`src/rtl/mem_stage_pkg.sv`:
```
// Shared types and constants for the MEM-stage access controller.
package mem_stage_pkg;

  typedef enum logic [1:0] {
    MS_IDLE = 2'd0,
    MS_RESP = 2'd1,
    MS_DONE = 2'd2
  } ms_state_e;

  localparam logic [31:0] WORD_ZERO  = 32'h0000_0000;
  localparam logic [1:0]  ALIGN_MASK = 2'b11;

endpackage

```
`src/rtl/mem_access_stage_sat_counter.sv`:
```
// Enable-driven saturating up-counter with asynchronous active-low clear.
module sat_counter #(
  parameter int W = 16
) (
  input  logic         clk,
  input  logic         rst_n,
  input  logic         en_i,
  output logic [W-1:0] cnt_o
);

  localparam logic [W-1:0] CNT_MAX = {W{1'b1}};
  localparam logic [W-1:0] CNT_ONE = {{(W-1){1'b0}}, 1'b1};

  logic [W-1:0] cnt_q, cnt_d;

  always_comb begin
    cnt_d = cnt_q;
    if (en_i && (cnt_q != CNT_MAX)) cnt_d = cnt_q + CNT_ONE;
  end

  always_ff @(posedge clk or negedge rst_n) begin
    if (!rst_n) cnt_q <= '0;
    else        cnt_q <= cnt_d;
  end

  assign cnt_o = cnt_q;

endmodule

```
`src/rtl/mem_access_stage.sv`:
```
// MEM-stage controller: issues loads/stores over req/gnt/rvalid, stalls upstream
// while an access is outstanding and hands one write-back to MEM/WB on completion.
//
// state   | meaning
// MS_IDLE | pass-through, or request issued and waiting for grant
// MS_RESP | read granted, waiting for rvalid
// MS_DONE | access complete, single write-back cycle to MEM/WB
module mem_access_stage
  import mem_stage_pkg::*;
#(
  parameter int STALL_CNT_W = 16
) (
  input  logic                   clk,
  input  logic                   rst,
  input  logic                   ex_valid_i,
  input  logic                   MemRead_i,
  input  logic                   MemWrite_i,
  input  logic                   MemtoReg_i,
  input  logic                   RegWrite_i,
  input  logic [31:0]            ALUoutput_i,
  input  logic [31:0]            wdata_i,
  input  logic [4:0]             reg_dst_i,
  output logic                   dmem_req_o,
  output logic                   dmem_we_o,
  output logic [31:0]            dmem_addr_o,
  output logic [31:0]            dmem_wdata_o,
  input  logic                   dmem_gnt_i,
  input  logic                   dmem_rvalid_i,
  input  logic [31:0]            dmem_rdata_i,
  output logic                   stall_o,
  output logic                   MemtoReg_o,
  output logic                   RegWrite_o,
  output logic [31:0]            dmem_rdata_o,
  output logic [31:0]            ALUoutput_o,
  output logic [4:0]             reg_dst_o,
  output logic                   addr_err_o,
  output logic [STALL_CNT_W-1:0] stall_cycles_o
);

  ms_state_e   state_q, state_d;
  logic [31:0] rdata_q, rdata_d;

  logic mem_op, is_write, misaligned;

  assign mem_op     = ex_valid_i & (MemRead_i | MemWrite_i);
  // Read wins when both controls are set.
  assign is_write   = MemWrite_i & ~MemRead_i;
  assign misaligned = mem_op & ((ALUoutput_i[1:0] & ALIGN_MASK) != 2'b00);

  always_comb begin
    state_d      = state_q;
    rdata_d      = rdata_q;
    dmem_req_o   = 1'b0;
    dmem_we_o    = 1'b0;
    dmem_addr_o  = WORD_ZERO;
    dmem_wdata_o = WORD_ZERO;
    stall_o      = 1'b0;
    addr_err_o   = 1'b0;
    MemtoReg_o   = ex_valid_i & MemtoReg_i;
    RegWrite_o   = ex_valid_i & RegWrite_i;
    ALUoutput_o  = ALUoutput_i;
    reg_dst_o    = reg_dst_i;
    dmem_rdata_o = WORD_ZERO;

    unique case (state_q)
      MS_IDLE: begin
        if (misaligned) begin
          addr_err_o = 1'b1;
          MemtoReg_o = 1'b0;
          RegWrite_o = 1'b0;
        end else if (mem_op) begin
          dmem_req_o   = 1'b1;
          dmem_we_o    = is_write;
          dmem_addr_o  = ALUoutput_i;
          dmem_wdata_o = wdata_i;
          stall_o      = 1'b1;
          MemtoReg_o   = 1'b0;
          RegWrite_o   = 1'b0;
          if (dmem_gnt_i) state_d = is_write ? MS_DONE : MS_RESP;
        end
      end
      MS_RESP: begin
        stall_o    = 1'b1;
        MemtoReg_o = 1'b0;
        RegWrite_o = 1'b0;
        if (dmem_rvalid_i) begin
          rdata_d = dmem_rdata_i;
          state_d = MS_DONE;
        end
      end
      MS_DONE: begin
        dmem_rdata_o = MemRead_i ? rdata_q : WORD_ZERO;
        state_d      = MS_IDLE;
      end
      default: state_d = MS_IDLE;
    endcase

    // Everything toward memory and MEM/WB is quiet while reset is held.
    if (!rst) begin
      dmem_req_o   = 1'b0;
      dmem_we_o    = 1'b0;
      dmem_addr_o  = WORD_ZERO;
      dmem_wdata_o = WORD_ZERO;
      stall_o      = 1'b0;
      addr_err_o   = 1'b0;
      MemtoReg_o   = 1'b0;
      RegWrite_o   = 1'b0;
      ALUoutput_o  = WORD_ZERO;
      reg_dst_o    = 5'd0;
      dmem_rdata_o = WORD_ZERO;
    end
  end

  always_ff @(posedge clk or negedge rst) begin
    if (!rst) begin
      state_q <= MS_IDLE;
      rdata_q <= WORD_ZERO;
    end else begin
      state_q <= state_d;
      rdata_q <= rdata_d;
    end
  end

  sat_counter #(
    .W(STALL_CNT_W)
  ) u_stall_cnt (
    .clk  (clk),
    .rst_n(rst),
    .en_i (stall_o),
    .cnt_o(stall_cycles_o)
  );

endmodule

```
`config.mk`:
```
export PLATFORM = sky130hd
export DESIGN_NAME = mem_access_stage
export DESIGN_NICKNAME = d
export VERILOG_FILES = /design/src/rtl/mem_stage_pkg.sv /design/src/rtl/mem_access_stage_sat_counter.sv /design/src/rtl/mem_access_stage.sv
export SDC_FILE = /design/constraint.sdc
export NUM_CORES = 1
export LEC_CHECK = 0
export ABC_AREA = 1
export ABC_CLOCK_PERIOD_IN_PS = 2100
export BUFFER_PORTS_ARGS = -buffer_cell sky130_fd_sc_hd__buf_2
export CORE_ASPECT_RATIO = 0.8
export CORE_MARGIN = 4
export CORE_UTILIZATION = 41
export DETAILED_ROUTE_END_ITERATION = 8
export PLACE_DENSITY = 0.79
export SYNTH_ARGS = -nofsm -noshare
export SYNTH_HDL_FRONTEND = slang
export SYNTH_SLANG_ARGS = --single-unit
```
`constraint.sdc`:
```
create_clock -name clk -period 2.1 [get_ports clk]
set_input_delay 0.42 -clock clk [delete_from_list [all_inputs] [get_ports clk]]
set_output_delay 0.42 -clock clk [all_outputs]
set_load 0.02 [all_outputs]
```
==> results.toml, run 1 <==
[drt]
routed_wl_um = 15500
drtAntennaViolNets = 0
num_vias = 4426
viasPerCell = 4.92
wl_per_cell_um = 17.2
remaining_drc_errors = 0
drt-initial-drc-count = 218
dr.pass1.iters = 4

[clock_network]
clkTransAtPathRegs_ns = 0.09
htree_num_levels = 2
cts_tree = "built"
clock_path_buffers = 2
cts_buffers = 5
root_buffer = "clkbuf_8"
insertion_delay_ns = 0.32
cts.sinks = 50

[timing]
clock_skew_ns = 0.0117
fin_setup_tns_ns = -0.884
hold_violations = 0
finalSetupViolCount = 40
setup_ws_ns = -0.0888
slew_violations = 0
grt_setup_unrepaired = "yes"
finalCritPeriodShare_pct = 104
finalCriticalPeriod_ns = 2.19
fmax_mhz = 457

[die]
rows = 30
die_w_um = 112
fp.dieArea_um2 = 10200
core-area_um2 = 8450
start_util_pct = 42.0
die_y_um = 91.2
pin_count = 265

[layout]
instances_no_fill = 900
drive_gt1_share_pct = 49.7
final_area_um2 = 6130
diodes = 0
final_nets = 898
syn_to_final_growth_pct = 72.9

[synth]
yosysWarnings = 0
synth_area_um2 = 3540
synth_ff_type = "dfrtp_1"
synth_area_leaders = "dfrtp_1, nand2_1, inv_1"
synth_top_cell_by_area = "dfrtp_1"
syn_avg_cell_area_um2 = 6.91
ys_seq_area_share_pct = 35.3
synth_most_common_cell = "nand2_1"
yosys_register_bits = 50
yosysTopAreaCellShare_pct = 35.3
synthArstFlopShare_pct = 100
ys_types = 30
synth_cells = 513
synth_common_cells = "nand2_1, inv_1, nor2_1, dfrtp_1, nor3b_1"
synth-edff-count = 0

[run_status]
status = "complete, but fails checks"
violations = "setup timing"

[flow_run]
cap_violations = 0

[critical_path]
crit_type = "flop to primary output"
cp.arrival_ns = 1.77
crit_required_ns = 1.68
cp-end-kind = "primary output"
crit_path_start_kind = "flop"
cp_max_fo = 8

[place]
postPlaceCellArea_um2 = 4960
dp.cells = 875
gp_congestion = 0.926
port_buffers = 262
dp_hpwl_um = 9940
place_ws_ns = 0.103

[global_route]
grt_usage_pct = 25.6
grt_pass1_wl_um = 21300
grt_max_degree = 33
antenna_found_initial = 0
overflow = 0
grt_pass1_vias = 4284

[pwr]
p_leak_nw = 3.57
power_density_nw_per_um2 = 632
vdd_drop_max_v = 0.000466

[min_path]
hold_path_class = "input port to asynchronous set/reset pin"
logic make-up after synthesis:
logic type / after synthesis / share of synthesized area (%)
muxes: 32 / 10.2
AOI/OAI and AO/OA: 4 / 0.671
and+or+nand+nor: 274 / 35.3
DFF: 50 / 35.3
adders and majority gates: 1 / 0.353
other: 1 / 0.106
buffers and inverters: 144 / 16.4
xor gates and xnor gates: 7 / 1.73
metal layers:
| metal | wire length, um | track usage [%] | vias up |
|---|---|---|---|
| li1 | - | - | 2061 |
| met1 | 5560 | 29.1 | 2067 |
| met2 | 7880 | 46.2 | 247 |
| met3 | 1380 | 7.00 | 51 |
| met4 | 642 | 9.01 | 0 |
| met5 | 0 | 0 | - |
cell usage in the layout, fill, tap and decap left out, types with 3 or more instances in the layout:
master / count
buf_2: 192
nand2_1: 120
inv_1: 113
buf_6: 50
dfrtp_1: 50
nor2_4: 42
buf_4: 38
mux2_1: 30
nor2_1: 25
nor2_2: 23
nor3b_1: 21
nand3_1: 14
nor3b_2: 13
nand4_1: 7
inv_2: 6
clkbuf_8: 5
xnor2_1: 4
buf_16: 4
xor2_1: 3
o21ai_0: 3
clkbuf_16: 3
cell type report:
| type | count | area, um^2 |
|---|---|---|
| Clock buffer | 5 | 68.8 |
| Inverter | 121 | 462 |
| Clock inverter | 3 | 28.8 |
| Sequential cell | 50 | 1250 |
| Multi-Input combinational cell | 320 | 2150 |
| Fill cell | 599 | 2320 |
| Timing Repair Buffer | 289 | 2020 |
| Tap cell | 112 | 140 |
critical path, cell delays in order (launching register included):
cell and delay [ns]:
dfrtp_1 0.40, inv_2 0.09, nand2_4 0.06, nor2_4 0.08
nand2_2 0.07, nor2_4 0.16, inv_8 0.10, clkbuf_16 0.18
nor2_1 0.13, buf_4 0.16
path summary, 6_finish.rpt:
check / from / endpoint / slack (ns) / cells after the start
setup / recovery: state_q[1] / dmem_addr_o[9] / -0.09 / 9
hold / removal: rst / rdata_q[31] / 0.16 / 2
setup reg to reg: state_q[1] / u_stall_cnt.cnt_o[8] / 0.29 / 11
hold reg to reg: rdata_q[12] / rdata_q[12] / 0.50 / 1
max in group asynchronous: rst / u_stall_cnt.cnt_o[7] / 1.34 / 3
min in group clk: dmem_rdata_i[3] / rdata_q[3] / 0.31 / 2
sequential cells by signal, summed over array words and instances (netlist names):
| name | cells |
|---|---|
| state_q | 2 |
| rdata_q | 32 |
| u_stall_cnt.cnt_o | 16 |
through the flow:
step	hold slack [ns]	total power, mW	util [%]
after floorplan	0.124	2.49	-
after global placement	0.277	2.90	58.8
after detailed placement	0.273	2.99	58.8
after CTS	0.150	3.73	66.3
after global routing	0.160	4.12	72.5
final	0.164	3.87	72.5
power breakdown:
part	total [mW]	switching, mW	internal, mW
clock network	0.603	0.353	0.250
logic	1.70	0.936	0.768
registers	1.57	0.241	1.33
what timing repair did:
action,CTS,global route
cloned,4,3
setup buffers,6,3
hold buffers,1,0
pin swaps,3,5
setup endpoints to repair,64,102
hold endpoints to repair,2,0
resized for setup,132,112
(Power assumes the default switching activity.)
==> inputs of run 2 (changes only) <==
ABC_AREA = default   (was 1)
CORE_AREA = 4 4 100 102   (was default)
CORE_ASPECT_RATIO = default   (was 0.8)
CORE_MARGIN = default   (was 4)
CORE_UTILIZATION = default   (was 41)
DIE_AREA = 0 0 104 106   (was default)
PLACE_DENSITY = 0.7   (was 0.79)
==> run 2 against run 1 <==
Net effect: the run still ends with setup timing left; cell area fell by 17%; non-clock buffer count fell by 7; via count is 27% lower; combinational power down 55%; fmax decreased by 3.7%; clock skew fell by 0.0021 ns; register-to-register slack got worse by 0.04 ns; critical endpoint is now dmem_wdata_o[25]; largest cell class is now buffers; highest routed layer unchanged.
==> results.toml, run 2 <==
[layout]
fillers = 809
multi_input_area_um2 = 1750
drive_gt1_share_pct = 57.8
final_nets = 696
final_common_cell = "buf_2"
top_register = "rdata_q"
instances_no_fill = 697
final_cell_mix = "buf_2, and2_1, buf_4"
largest_reg_flops = 32
regArea_um2 = 1250
final_util_pct = 55.6
syn_to_final_growth_pct = 63.2
diodes = 0

[timing]
slew_violations = 0
finalCritPeriodShare_pct = 108
finalCriticalPeriod_ns = 2.27
tightestPinTransition_ns = 0.531
grt_setup_unrepaired = "yes"
worst_hold_slack_ns = 0.149
setup_ws_ns = -0.173
finalSetupViolCount = 64
clock_skew_ns = 0.00962
hold_violations = 0
fin_setup_tns_ns = -8.24
relSlewSlack_pct = 64.6
fmax_mhz = 440

[die]
fp.dieArea_um2 = 11000
core-area_um2 = 9110
rows = 35
pin_count = 265
die_w_um = 104
start_util_pct = 34.1
die_y_um = 106

[drt]
drtAntennaViolNets = 0
dr.pass1.iters = 4
routed_wl_um = 11100
num_vias = 3248
wl_per_cell_um = 16.0
remaining_drc_errors = 0
drt-initial-drc-count = 111
viasPerCell = 4.66

[clock_network]
cts_hold_buf = 0
htree_num_levels = 2
cts_buffers = 5
insertion_delay_ns = 0.30
cts.sinks = 50
root_buffer = "clkbuf_8"
clkTransAtPathRegs_ns = 0.09
clock_path_buffers = 2
cts_tree = "built"

[flow_run]
cap_violations = 0

[critical_path]
crit_type = "flop to primary output"
cp.arrival_ns = 1.85
crit_required_ns = 1.68
cp-end-kind = "primary output"
crit_path_start_kind = "flop"
cp_max_fo = 32

[synth]
yosysTopAreaCellShare_pct = 40.3
synthArstFlopShare_pct = 100
yosysWarnings = 0
syn_avg_cell_area_um2 = 9.85
synth_area_um2 = 3100
synth_most_common_cell = "and2_1"
synth_area_leaders = "dfrtp_1, and2_1, mux2_2"
yosys_register_bits = 50
synth_ff_type = "dfrtp_1"
synth-edff-count = 0
synth_cells = 315
ys_seq_area_share_pct = 40.3
synth_top_cell_by_area = "dfrtp_1"
synth_common_cells = "and2_1, dfrtp_1, mux2_2, clkbuf_1"
ys_types = 37

[run_status]
status = "complete, but fails checks"
violations = "setup timing"

[global_route]
grt_usage_pct = 17.9
antenna_found_initial = 0
grt_pass1_vias = 3176
grt_pass1_wl_um = 16400
grt_max_degree = 65
overflow = 0

[min_path]
hold_path_class = "input port to asynchronous set/reset pin"

[pwr]
power_density_nw_per_um2 = 553
p_leak_nw = 2.86
vdd_drop_max_v = 0.000364

[place]
gp_congestion = 0.853
dp.cells = 681
port_buffers = 262
dp_hpwl_um = 8340
## run 2: worst paths after layout
kind / from / to / slack, ns / depth (start not counted)
worst max-delay path: state_q[1] / dmem_wdata_o[25] / -0.17 / 7
worst min-delay path: rst / state_q[0] / 0.15 / 3
worst max register to register: state_q[1] / u_stall_cnt.cnt_o[15] / 0.25 / 8
worst min register to register: rdata_q[3] / rdata_q[3] / 0.50 / 1
max in group asynchronous: rst / rdata_q[3] / 1.53 / 2
min in group clk: dmem_rdata_i[12] / rdata_q[12] / 0.34 / 2
## run 2: cells by family (layout without fill, tap and decap cells)
group | count (synthesis) | after routing | share of synthesized area, %
xor gates and xnor gates | 13 | 13 | 3.91
muxes | 34 | 34 | 12.3
DFF | 50 | 50 | 40.3
buffers and inverters | 24 | 294 | 3.79
adders and majority gates | 1 | 1 | 0.403
other | 1 | 2 | 0.121
and+or+nand+nor | 184 | 184 | 37.0
AOI/OAI and AO/OA | 8 | 8 | 2.14
## run 2: layout make-up
class	instances	area share, %
clock inverters	3	0.939
inverters	4	0.297
well taps	111	2.74
repair buffers	282	35.3
clock buffers	5	1.36
multi-input cells	242	34.7
flip-flops and latches	50	24.7
## run 2: timing repair
| action | CTS | global route |
|---|---|---|
| hold endpoints to repair | 0 | 0 |
| gates resized for setup | 65 | 39 |
| pin swaps | 1 | 6 |
| buffers inserted | 0 | 5 |
| setup endpoints to repair | 64 | 65 |
| gates cloned | 0 | 3 |
## run 2: through the flow
step / power, mW / cell area (um^2) / setup slack (ns)
floorplan: 1.77 / 3110 / 0.136
CTS: 2.81 / 4850 / -0.128
global placement: 2.06 / 4570 / 0.0989
detailed placement: 2.09 / 4570 / 0.0623
global route: 2.97 / 5060 / -0.269
finish: 2.80 / 5060 / -0.173
## run 2: worst max-delay path: stages (launching register included)
cell     delay, ns
dfrtp_1       0.39
and2b_2       0.25
nand2_4       0.06
nor4_4        0.21
buf_6         0.17
buf_12        0.17
and2_1        0.18
buf_6         0.13
## run 2: where the power goes
| group | total, mW | switching [mW] | internal, mW |
|---|---|---|---|
| combinational | 0.764 | 0.369 | 0.396 |
| sequential | 1.33 | 0.134 | 1.20 |
| clock | 0.700 | 0.338 | 0.362 |
## run 2: routing by layer
layer	track usage (%)	vias to the layer above	share of wire, %
li1	-	1556	-
met1	23.4	1500	41
met2	29.5	177	49
met3	5.83	15	8.8
met4	2.75	0	1.1
met5	0	-	0
==> inputs of run 3 (changes only) <==
CTS_CLUSTER_DIAMETER = 80   (was default)
SETUP_SLACK_MARGIN = 0.1   (was default)
SLEW_MARGIN = 20   (was default)
==> run 3 against run 2 <==
Net effect: highest routed layer unchanged; via count rose by 2.2%; worst hold slack gained 0.00071 ns; register-to-register slack improved by 0.03 ns; the flow still finishes with violations (setup timing).
==> results.toml, run 3 (synthesis results as in run 2) <==
[run_status]
status = "complete, but fails checks"
violations = "setup timing"

[place]
dp_hpwl_um = 8340
gp_congestion = 0.853
postPlaceCellArea_um2 = 4570
place_ws_ns = 0.0623
port_buffers = 262

[layout]
syn_to_final_growth_pct = 74.9
largest_reg_flops = 32
top_register = "rdata_q"
final_common_cell = "buf_2"
final_nets = 701
drive_gt1_share_pct = 63.3
final_cell_mix = "buf_2, and2_1, buf_4"
final_area_um2 = 5430

[timing]
hold_violations = 0
finalCriticalPeriod_ns = 2.28
grt_setup_unrepaired = "yes"
finalSetupViolCount = 68
fin_setup_tns_ns = -8.07
worst_hold_slack_ns = 0.150
slew_violations = 0
tightestPinTransition_ns = 0.534
relSlewSlack_pct = 64.4
fmax_mhz = 438
finalCritPeriodShare_pct = 109
setup_ws_ns = -0.184
clock_skew_ns = 0.00853

[clock_network]
root_buffer = "clkbuf_8"
htree_num_levels = 2
insertion_delay_ns = 0.30
clkTransAtPathRegs_ns = 0.09
cts_tree = "built"
cts_hold_buf = 0
cts_buffers = 5
clock_path_buffers = 2
cts.sinks = 50

[critical_path]
crit_required_ns = 1.68
crit_type = "flop to primary output"
cp-startpoint = "state_q[1]"
cp.arrival_ns = 1.86
cp_max_fo = 16
cp-end-kind = "primary output"
r2r_slack_ns = 0.28
r2r-start = "state_q[1]"
r2r-end = "u_stall_cnt.cnt_o[13]"
r2r_cells = 8
crit_path_start_kind = "flop"

[global_route]
antenna_found_initial = 0
grt_pass1_vias = 3231
grt_max_degree = 65
overflow = 0
grt_pass1_wl_um = 16800
grt_usage_pct = 18.3

[die]
start_util_pct = 34.1
core-area_um2 = 9110
fp.dieArea_um2 = 11000
die_w_um = 104
pin_count = 265
die_y_um = 106
rows = 35

[drt]
dr.pass1.iters = 4
routed_wl_um = 12300
wl_per_cell_um = 17.5
num_vias = 3320
drtAntennaViolNets = 0
remaining_drc_errors = 0
drt-initial-drc-count = 118
viasPerCell = 4.72

[flow_run]
cap_violations = 0

[pwr]
swShare_pct = 31.0
combPwrFrac_pct = 27.6
p_clk_share_pct = 24.4
power_mw = 2.85
seqPwrFrac_pct = 48.0
vdd_drop_max_v = 0.000364
p_sw_mw = 0.886
power_density_nw_per_um2 = 526
p_int_mw = 1.97
p_leak_nw = 2.95

[min_path]
hold_path_class = "input port to asynchronous set/reset pin"
run 3: cell types whose count changed in the layout (fill, tap and decap cells not counted), moves of 2 or more:
| cell | previous run | this run |
|---|---|---|
| and2_1 | 127 | 100 |
| and2_4 | 4 | 31 |
| nor3_1 | 8 | 6 |
| nor3_2 | 0 | 2 |
| buf_4 | 53 | 59 |
| buf_6 | 29 | 58 |
| buf_2 | 196 | 163 |
run 3: stage by stage:
| step | util [%] | std cells |
|---|---|---|
| 3_5_place_dp | 50.2 | 681 |
| 3_3_place_gp | 50.2 | 681 |
| 5_1_grt | 59.5 | 702 |
| 4_1_cts | 54.5 | 693 |
| 2_1_floorplan | - | 316 |
| 6_report | 59.6 | 703 |
run 3: layout make-up:
type	instances	area, um^2
antenna	1	2.50
clock inverter	3	47.5
clock buffer	5	68.8
sequential	50	1250
fill	748	3680
timing repair buffer	287	2060
tap	111	139
multi-input combinational	242	1840
inverter	4	15.0
run 3: worst max-delay path by stage:
| stage | cells past startpoint | slack (ns) | endpoint |
|---|---|---|---|
| after global routing | 7 | -0.28 | dmem_wdata_o[5] |
| after floorplan | 5 | 0.14 | dmem_addr_o[22] |
| after CTS | 6 | -0.12 | dmem_we_o |
| final | 7 | -0.18 | dmem_wdata_o[5] |
| after detailed placement | 7 | 0.06 | dmem_we_o |
| after global placement | 7 | 0.1 | dmem_we_o |
run 3: critical path, cell delays in order (launching register included):
cell     delay (ns)
dfrtp_1        0.38
and2b_2        0.25
nand2_4        0.06
nor4_4         0.21
buf_6          0.17
buf_8          0.15
and2_1         0.18
buf_4          0.16
run 3: power by group through the flow:
stage	logic, mW	clock network [mW]	registers (mW)
3_5_place_dp	0.739	0	1.35
6_report	0.788	0.697	1.37
5_1_grt	0.852	0.762	1.40
4_1_cts	0.757	0.726	1.33
3_3_place_gp	0.722	0	1.34
2_1_floorplan	0.399	0	1.37
run 3: timing repair:
item	4_1_cts	5_1_grt
resized for setup	80	119
setup buffers	3	6
cloned	2	4
setup endpoints to repair	70	98
pin swaps	2	27
run 3: per-layer routing:
| layer | wire (um) | GRT usage [%] |
|---|---|---|
| met1 | 4740 | 23.6 |
| met2 | 6310 | 31.0 |
| met3 | 1080 | 5.77 |
| met4 | 177 | 2.75 |
| met5 | 0 | 0 |
